**config.mk**
```make
export PLATFORM = sky130hd
export DESIGN_NAME = scan_chain_responder
export DESIGN_NICKNAME = d
export VERILOG_FILES = /design/src/rtl/scan_pkg.sv /design/src/rtl/crc16_misr.sv /design/src/rtl/scan_chain_responder.sv
export SDC_FILE = /design/constraint.sdc
export NUM_CORES = 1
export LEC_CHECK = 0
export CORE_ASPECT_RATIO = 0.9
export CORE_MARGIN = 4
export CORE_UTILIZATION = 60
export DETAILED_ROUTE_END_ITERATION = 10
export GPL_ROUTABILITY_DRIVEN = 1
export PLACE_DENSITY_LB_ADDON = 0.25
export SLEW_MARGIN = 20
export SYNTH_ARGS = -nofsm -noshare
export SYNTH_HDL_FRONTEND = slang
export SYNTH_SLANG_ARGS = --single-unit
```
**constraint.sdc**
```tcl
create_clock -name clk -period 2.73 [get_ports clk]
set_input_delay 0.273 -clock clk [delete_from_list [all_inputs] [get_ports clk]]
set_output_delay 0.273 -clock clk [all_outputs]
set_load 0.005 [all_outputs]
```
**src/rtl/scan_pkg.sv**
```systemverilog
// Shared types and constants for the scan-chain responder.
// Holds the FSM encoding, CRC-16-CCITT parameters and the serial CRC step.
package scan_pkg;

    typedef logic [1:0] scan_state_t;

    localparam scan_state_t ST_IDLE = 2'd0;
    localparam scan_state_t ST_KEY  = 2'd1;
    localparam scan_state_t ST_SCAN = 2'd2;
    localparam scan_state_t ST_LOCK = 2'd3;

    localparam logic [15:0] CRC16_POLY  = 16'h1021;
    localparam logic [15:0] CRC16_INIT  = 16'hFFFF;
    localparam logic [15:0] DEFAULT_KEY = 16'hA5C3;

    function automatic logic [15:0] crc16_step(
        input logic [15:0] s,
        input logic        b
    );
        logic fb;
        fb = s[15] ^ b;
        return {s[14:0], 1'b0} ^ (fb ? CRC16_POLY : 16'h0000);
    endfunction

endpackage

```
**src/rtl/crc16_misr.sv**
```systemverilog
// Serial CRC-16-CCITT signature register.
// Load-init has priority over the shift enable.
module crc16_misr
    import scan_pkg::*;
(
    input  logic        clk,
    input  logic        rst,
    input  logic        en,
    input  logic        load_init,
    input  logic        din,
    output logic [15:0] sig
);

    always_ff @(posedge clk) begin
        if (rst) begin
            sig <= CRC16_INIT;
        end else if (load_init) begin
            sig <= CRC16_INIT;
        end else if (en) begin
            sig <= crc16_step(sig, din);
        end
    end

endmodule

```
**src/rtl/scan_chain_responder.sv**
```systemverilog
// Tester-side scan access responder: key unlock FSM, chain-test
// shift register and CRC-16 signature of the unloaded stream.
module scan_chain_responder
    import scan_pkg::*;
#(
    parameter int                KEY_W     = 16,
    parameter logic [KEY_W-1:0]  KEY       = KEY_W'(DEFAULT_KEY),
    parameter int                CHAIN_LEN = 32
) (
    input  logic        clk,
    input  logic        rst,
    input  logic        tst,
    input  logic        scl_rise,
    input  logic        sda,
    input  logic        scan_en_pin,
    input  logic        scan_in_pin,
    input  logic        scan_shift,
    output logic        test_mode,
    output logic        scan_en,
    output logic        scan_out,
    output logic [15:0] sig,
    output logic        sig_vld,
    output logic        key_err
);

    localparam int BW = $clog2(KEY_W + 1);
    localparam int SW = $clog2(CHAIN_LEN + 1);
    localparam logic [BW-1:0] KEY_LAST   = BW'(KEY_W - 1);
    localparam logic [SW-1:0] SHIFT_LAST = SW'(CHAIN_LEN - 1);

    scan_state_t          state;
    logic                 tst_q;
    logic [KEY_W-2:0]     key_sr;
    logic [BW-1:0]        bit_cnt;
    logic [CHAIN_LEN-1:0] chain;
    logic [SW-1:0]        shift_cnt;
    logic                 sig_vld_r;

    logic [KEY_W-1:0] key_next;
    logic             key_done;
    logic             scan_go;
    logic             misr_load;

    // Only KEY_W-1 history bits are kept; the incoming bit completes the key.
    assign key_next  = {key_sr, sda};
    assign key_done  = (state == ST_KEY) && tst && scl_rise
                       && (bit_cnt == KEY_LAST);
    assign misr_load = key_done && (key_next == KEY);
    assign scan_go   = (state == ST_SCAN) && tst
                       && scan_shift && scan_en_pin;

    crc16_misr u_misr (
        .clk       (clk),
        .rst       (rst),
        .en        (scan_go),
        .load_init (misr_load),
        .din       (chain[CHAIN_LEN-1]),
        .sig       (sig)
    );

    always_ff @(posedge clk) begin
        if (rst) begin
            state     <= ST_IDLE;
            tst_q     <= 1'b0;
            key_sr    <= '0;
            bit_cnt   <= '0;
            chain     <= '0;
            shift_cnt <= '0;
            sig_vld_r <= 1'b0;
        end else begin
            tst_q     <= tst;
            sig_vld_r <= 1'b0;
            case (state)
                ST_IDLE: begin
                    if (tst && !tst_q) begin
                        state   <= ST_KEY;
                        key_sr  <= '0;
                        bit_cnt <= '0;
                    end
                end
                ST_KEY: begin
                    if (!tst) begin
                        state <= ST_IDLE;
                    end else if (scl_rise) begin
                        key_sr  <= key_next[KEY_W-2:0];
                        bit_cnt <= bit_cnt + 1'b1;
                        if (key_done) begin
                            state     <= (key_next == KEY) ? ST_SCAN : ST_LOCK;
                            shift_cnt <= '0;
                        end
                    end
                end
                ST_SCAN: begin
                    if (!tst) begin
                        state <= ST_IDLE;
                    end else if (scan_go) begin
                        chain <= {chain[CHAIN_LEN-2:0], scan_in_pin};
                        if (shift_cnt == SHIFT_LAST) begin
                            shift_cnt <= '0;
                            sig_vld_r <= 1'b1;
                        end else begin
                            shift_cnt <= shift_cnt + 1'b1;
                        end
                    end
                end
                ST_LOCK: begin
                    state <= ST_LOCK;
                end
                default: begin
                    state <= ST_IDLE;
                end
            endcase
        end
    end

    assign test_mode = (state == ST_SCAN);
    assign key_err   = (state == ST_LOCK);
    assign scan_en   = scan_en_pin & test_mode;
    assign scan_out  = chain[CHAIN_LEN-1];
    assign sig_vld   = sig_vld_r;

endmodule

```
==> results of run 1 <==
==> layer usage <==
layer  track usage  wire length, um  vias up
met3       0.06860              333        4
met5             0                0        -
met2        0.3028             2735       59
met1        0.2532             2836     1208
met4       0.05380               51        0
li1              -                -     1301
==> worst min-delay path by stage <==
stage	end	slack (ns)	cells after the start
after floorplan	u_misr.sig[10]	0.39	2
after global placement	chain[14]	0.44	2
after detailed placement	chain[14]	0.44	2
after CTS	chain[13]	0.45	2
after global routing	chain[0]	0.46	3
final	chain[13]	0.45	2
==> worst max-delay path: cells and delay by family (launching register included) <==
kind | cells | cell delay, ns
compound gates | 2 | 0.64
fa+ha+maj | 2 | 0.50
flops | 1 | 0.34
simple gates | 2 | 0.40
==> cell families (layout without fill, tap and decap cells) <==
family / count (synthesis) / count (layout) / share of synthesized area
XOR/XNOR: 6 / 6 / 0.01664
AO/OA/AOI/OAI: 74 / 74 / 0.1434
adder cells (fa/ha/maj): 3 / 3 / 0.01188
flip-flops: 78 / 78 / 0.4943
AND/OR/NAND/NOR: 183 / 183 / 0.2820
multiplexers: 1 / 1 / 0.003168
buffers and inverters: 30 / 52 / 0.04871
==> through the flow <==
stage               instance area [um^2]  worst slack, ns  hold slack, ns  total power [mW]
finish                              3592           0.7100          0.4494             2.004
global route                        3592           0.5476          0.4647             2.082
CTS                                 3592           0.6997          0.4469             2.017
detailed placement                  3408           0.4036          0.4425             1.238
global placement                    3408           0.4522          0.4369             1.238
floorplan                           3159            1.067          0.3854             1.226
==> report_power, final <==
part	switching (mW)	internal [mW]
clock network	0.433	0.359
logic	0.0500	0.0197
registers	0.00325	1.14
total	0.486	1.52
==> flip-flops by register name (all words and copies together), names as in the netlist <==
name and flops:
chain 32, u_misr.sig 16, key_sr 15, shift_cnt 6, bit_cnt 5, state 2
sig_vld 1, tst_q 1
==> layout make-up <==
class / instances / area [um^2]
inverter: 5 / 18.77
timing repair buffer: 31 / 297.8
sequential: 78 / 1562
clock buffer: 10 / 137.6
clock inverter: 6 / 46.29
multi-input combinational: 267 / 1449
tap: 65 / 81.33
fill: 372 / 1363
==> cells in the final DEF, fill, tap and decap left out, types with 4 or more instances in the layout <==
master,n
inv_1,4
clkbuf_8,10
clkdlybuf4s50_1,27
nor2_1,8
nand3_1,24
nand2_1,115
dfxtp_1,78
nand3_2,11
a21oi_1,54
==> impl_metrics.tcl, run 1 <==
set metrics [dict create \
    slew_headroom 0.3122 \
    synth_top_area_frac 0.4943 \
    finalMaxSlewViolations 0 \
    core_area_mm2 0.004955 \
    rr_worst_depth 6 \
    critPathMaxStageDelay_ns 0.48 \
    drt_iter0_drc 173 \
    grt_max_degree 58 \
    yosys-top-cells-area "dfxtp_1 49%, nand2_1 14%, a21oi_1 8.6%" \
    numPortBuffers 28 \
    r2r-end "u_misr.sig[0]" \
    crit_top_cell "ha_1" \
    ys.flop_type "dfxtp_1" \
    root_buffer "clkbuf_8" \
    vias_per_cell 5.567 \
    status "complete, no violations" \
    irDropWorstVdd_mv 0.4139 \
    cap_violations 0 \
    netlist_area_mm2 0.003159 \
    post-cts-setup-buffers 0 \
    fin_util 0.7250 \
    ys_seq_area_frac 0.4943 \
    cts.sinks 78 \
    overflow 0 \
    grt.total_usage 0.1936 \
    htreeDepth 3 \
    place_congestion 0.8500 \
    cts_buffer_depth 2 \
    setup.worst_path.end_class "register" \
    p_per_area_mw_per_mm2 557.9 \
    grt_pass1_wl_um 10320 \
    max_freq_mhz 495.1 \
    cp_max_fo 16 \
    dp_hpwl_um 3775 \
    crit_chain "ha_1 -> and3_1 -> ha_1 -> and4_4 -> a31oi_4 -> o211ai_1" \
    path_clk_slew_ns 0.08 \
    layout.nets 403 \
    worst_r2r_startpoint "bit_cnt[0]" \
    antenna_found_initial 0 \
    final_cells 462 \
    hold_path_class "reg -> reg" \
    yosys.area.top_type "dfxtp_1" \
    dieWidth_um 84.49 \
    syn_inst 375 \
    synth_edf_count 0 \
    worstMarginPinSlew_ns 1.032 \
    diodes 0 \
    leakage_nw 1.286 \
    start_util 0.6376 \
    synth-seq-cells 78 \
    cts_resized 0 \
    grt_setup_unrepaired "false" \
    firstDrtPassIters 5 \
    period_minus_slack_ns 2.020 \
    wl_per_cell_um 12.89 \
    fp.dieH_um 76.84 \
    synth_area_per_cell_um2 8.425 \
    route.detailed.drc 0 \
    crit_arrival_ns 2.22 \
    drt-total-wl_um 5956 \
    setup_tns_ns 0 \
    hold_violations 0 \
    r2r_slack_ns 0.71 \
    finClkSkew_ns 0.009717 \
    grt_pass1_vias 2242 \
    num_rows 24 \
    cpMaxStageDelayCell "a31oi_4" \
    cts_tree "yes" \
    cp-start-kind "register" \
    cp-startpoint "bit_cnt[0]" \
    vias 2572 \
    synth_nets 386 \
    synth-async-reset-ratio 0 \
    cts_hold_buf 0 \
    ant_nets 0 \
    hp-start "chain[12]" \
    endpoint "u_misr.sig[0]" \
    fp.dieArea_mm2 0.006492 \
    synth_common_cells "115 x nand2_1, 78 x dfxtp_1, 54 x a21oi_1" \
    drive_above_1_share 0.09572 \
    dp_cells 446 \
    insertion_delay_ns 0.35 \
    yosysUniqueCellTypes 46 \
    io_pins 29 \
    synth.most_common_cell "nand2_1" \
    ys_warn_count 0 \
    setup_violations 0 \
    finalCritPeriodShare 0.7399 \
    critical_path_class "reg -> reg" \
    area_growth_syn_to_layout_pct 13.70 \
    cts_buffers 9 \
    crit_required_ns 2.93 \
]
No activity file was read; power rests on OpenSTA's default activity.
==> run 2: changes to the inputs <==
--- a/config.mk
+++ b/config.mk
@@ -7,7 +7,7 @@
 export LEC_CHECK = 0
 export CORE_ASPECT_RATIO = 0.9
 export CORE_MARGIN = 4
-export CORE_UTILIZATION = 60
+export CORE_UTILIZATION = 51
 export DETAILED_ROUTE_END_ITERATION = 10
 export GPL_ROUTABILITY_DRIVEN = 1
 export PLACE_DENSITY_LB_ADDON = 0.25
==> constraint.sdc (replaced) <==
create_clock -name clk -period 1.7 [get_ports clk]
set_input_delay 0.17 -clock clk [delete_from_list [all_inputs] [get_ports clk]]
set_output_delay 0.17 -clock clk [all_outputs]
set_load 0.005 [all_outputs]
==> run 2 against run 1 <==
  * Via count increased by 3.0%
  * Clock power increased by 69%
  * Sequential share of layout area is 3.3 points lower
==> impl_metrics.tcl, run 2 (same netlist as run 1, synthesis figures left out) <==
set metrics [dict create \
    ant_nets 0 \
    dpl_cell_area_mm2 0.003572 \
    fin_util 0.6660 \
    layout.nets 427 \
    r2r_slack_ns 0.02 \
    vias 2648 \
    final_area_mm2 0.003900 \
    use_met2 0.3064 \
    layout_commonest_cell "nand2_1" \
    num_rows 26 \
    vias_per_cell 5.393 \
    cts_buffer_depth 2 \
    cts.sinks 78 \
    fp.dieArea_mm2 0.007520 \
    insertion_delay_ns 0.35 \
    drive_above_1_share 0.1686 \
    largest_reg_flops 32 \
    final_cells 491 \
    route.detailed.drc 0 \
    critical-path-top-delay-family "simple AND/OR/NAND/NOR gates" \
    crit_required_ns 1.95 \
    holdWs_ns 0.1844 \
    setup_violations 0 \
    worstMarginPinSlew_ns 0.4506 \
    cpMaxStageDelayCell "dfxtp_2" \
    use_met1 0.2154 \
    slew_headroom 0.6996 \
    max_freq_mhz 594.9 \
    cp_max_fo 8 \
    core_area_mm2 0.005856 \
    hold_path_class "in -> reg" \
    finalMaxSlewViolations 0 \
    overflow 0 \
    largest_register "chain" \
    leakage_nw 1.450 \
    hold_violations 0 \
    post-place-ws_ns -0.1927 \
    htreeDepth 3 \
    irDropWorstVdd_mv 0.6280 \
    rr_worst_depth 8 \
    io_pins 29 \
    status "complete, no violations" \
    use_met3 0.06159 \
    dp_cells 467 \
    finClkSkew_ns 0.009740 \
    reg.largest.list "chain (32), u_misr.sig (16), key_sr (15)" \
    cp.depth 8 \
    period_minus_slack_ns 1.681 \
    wl_per_cell_um 12.86 \
    grt_pass1_wl_um 10910 \
    top_usage_layer "met2" \
    numPortBuffers 28 \
    root_buffer "clkbuf_8" \
    p_per_area_mw_per_mm2 853.2 \
    critPathMaxStageDelay_ns 0.33 \
    start_util 0.5395 \
    critical_path_class "reg -> reg" \
    cts_tree "yes" \
    cts_buffers 9 \
    crit_arrival_ns 1.93 \
    firstDrtPassIters 5 \
    path_buf_inv 2 \
    finalCritPeriodShare 0.9888 \
    cap_violations 0 \
    hold_depth 2 \
    mostFrequentLayoutCells "115 x nand2_1, 74 x dfxtp_1, 54 x a21oi_1" \
    dieWidth_um 90.97 \
    grt_max_degree 53 \
    diodes 0 \
    grt_pass1_vias 2421 \
    setup.worst_path.end_class "register" \
    grt.total_usage 0.1810 \
    antenna_found_initial 0 \
    dp_hpwl_um 4004 \
    area_growth_syn_to_layout_pct 23.45 \
    layout_setup_ws_ns 0.01902 \
    path_clk_slew_ns 0.08 \
    drt-total-wl_um 6316 \
    cp-start-kind "register" \
    drt_iter0_drc 124 \
    place_congestion 0.8354 \
    grt_setup_unrepaired "true" \
    fp.dieH_um 82.67 \
    crit_chain "ha_2 -> and3_4 -> ha_4 -> buf_6 -> and4_4 -> a31oi_4 -> clkbuf_16 -> nand3_2" \
]
==> run 2: cell count changes in the layout (fill, tap and decap cells not counted), sizes merged <==
cell | before | now
buf | 4 | 27
clkdlybuf4s50 | 27 | 25
dlygate4sd2 | 0 | 2
bufinv | 0 | 1
clkinv | 3 | 4
inv | 6 | 5
==> run 2: final cells by class <==
| type | instances | area, um^2 |
|---|---|---|
| Fill cell | 482 | 1956 |
| Sequential cell | 78 | 1567 |
| Multi-Input combinational cell | 267 | 1478 |
| Timing Repair Buffer | 55 | 558.0 |
| Clock buffer | 9 | 123.9 |
| Tap cell | 70 | 87.58 |
| Clock inverter | 7 | 65.06 |
| Inverter | 5 | 21.27 |
==> run 2: path summary, 6_finish.rpt <==
kind                                  from             to
worst max-delay path            bit_cnt[0]  u_misr.sig[8]
worst min-delay path                   rst       state[1]
worst max register to register  bit_cnt[0]  u_misr.sig[8]
worst min register to register   chain[26]      chain[27]
==> run 2: through the flow <==
step	power, mW	setup TNS, ns
after global routing	3.447	-0.3199
after CTS	3.359	0
after global placement	2.015	-1.354
final	3.327	0
after floorplan	1.968	0
after detailed placement	2.016	-2.482
==> run 2: routing by layer <==
layer | wire length, um | share of wire
met1 | 2995 | 0.47
met2 | 2905 | 0.46
met3 | 306 | 0.048
met4 | 108 | 0.017
met5 | 0 | 0
==> run 2: worst register-to-register path: stages, from the launching register on <==
cell,delay [ns]
dfxtp_2,0.33
ha_2,0.18
and3_4,0.15
ha_4,0.17
buf_6,0.11
and4_4,0.15
a31oi_4,0.23
clkbuf_16,0.21
nand3_2,0.06
==> run 2: power by group <==
part           internal [mW]  total (mW)  leakage, nW  switching (mW)
Combinational         0.0642       0.155        0.724          0.0911
Sequential              1.83        1.83        0.631         0.00475
Clock                  0.667        1.34       0.0948           0.671
==> run 2: repair_timing <==
| action | in CTS | in global routing |
|---|---|---|
| pin swaps | 7 | 6 |
| endpoints found under the setup margin | 25 | 14 |
| gates cloned | 0 | 1 |
| buffers inserted | 7 | 1 |
| hold buffers | 0 | 0 |
| resized for setup | 14 | 3 |
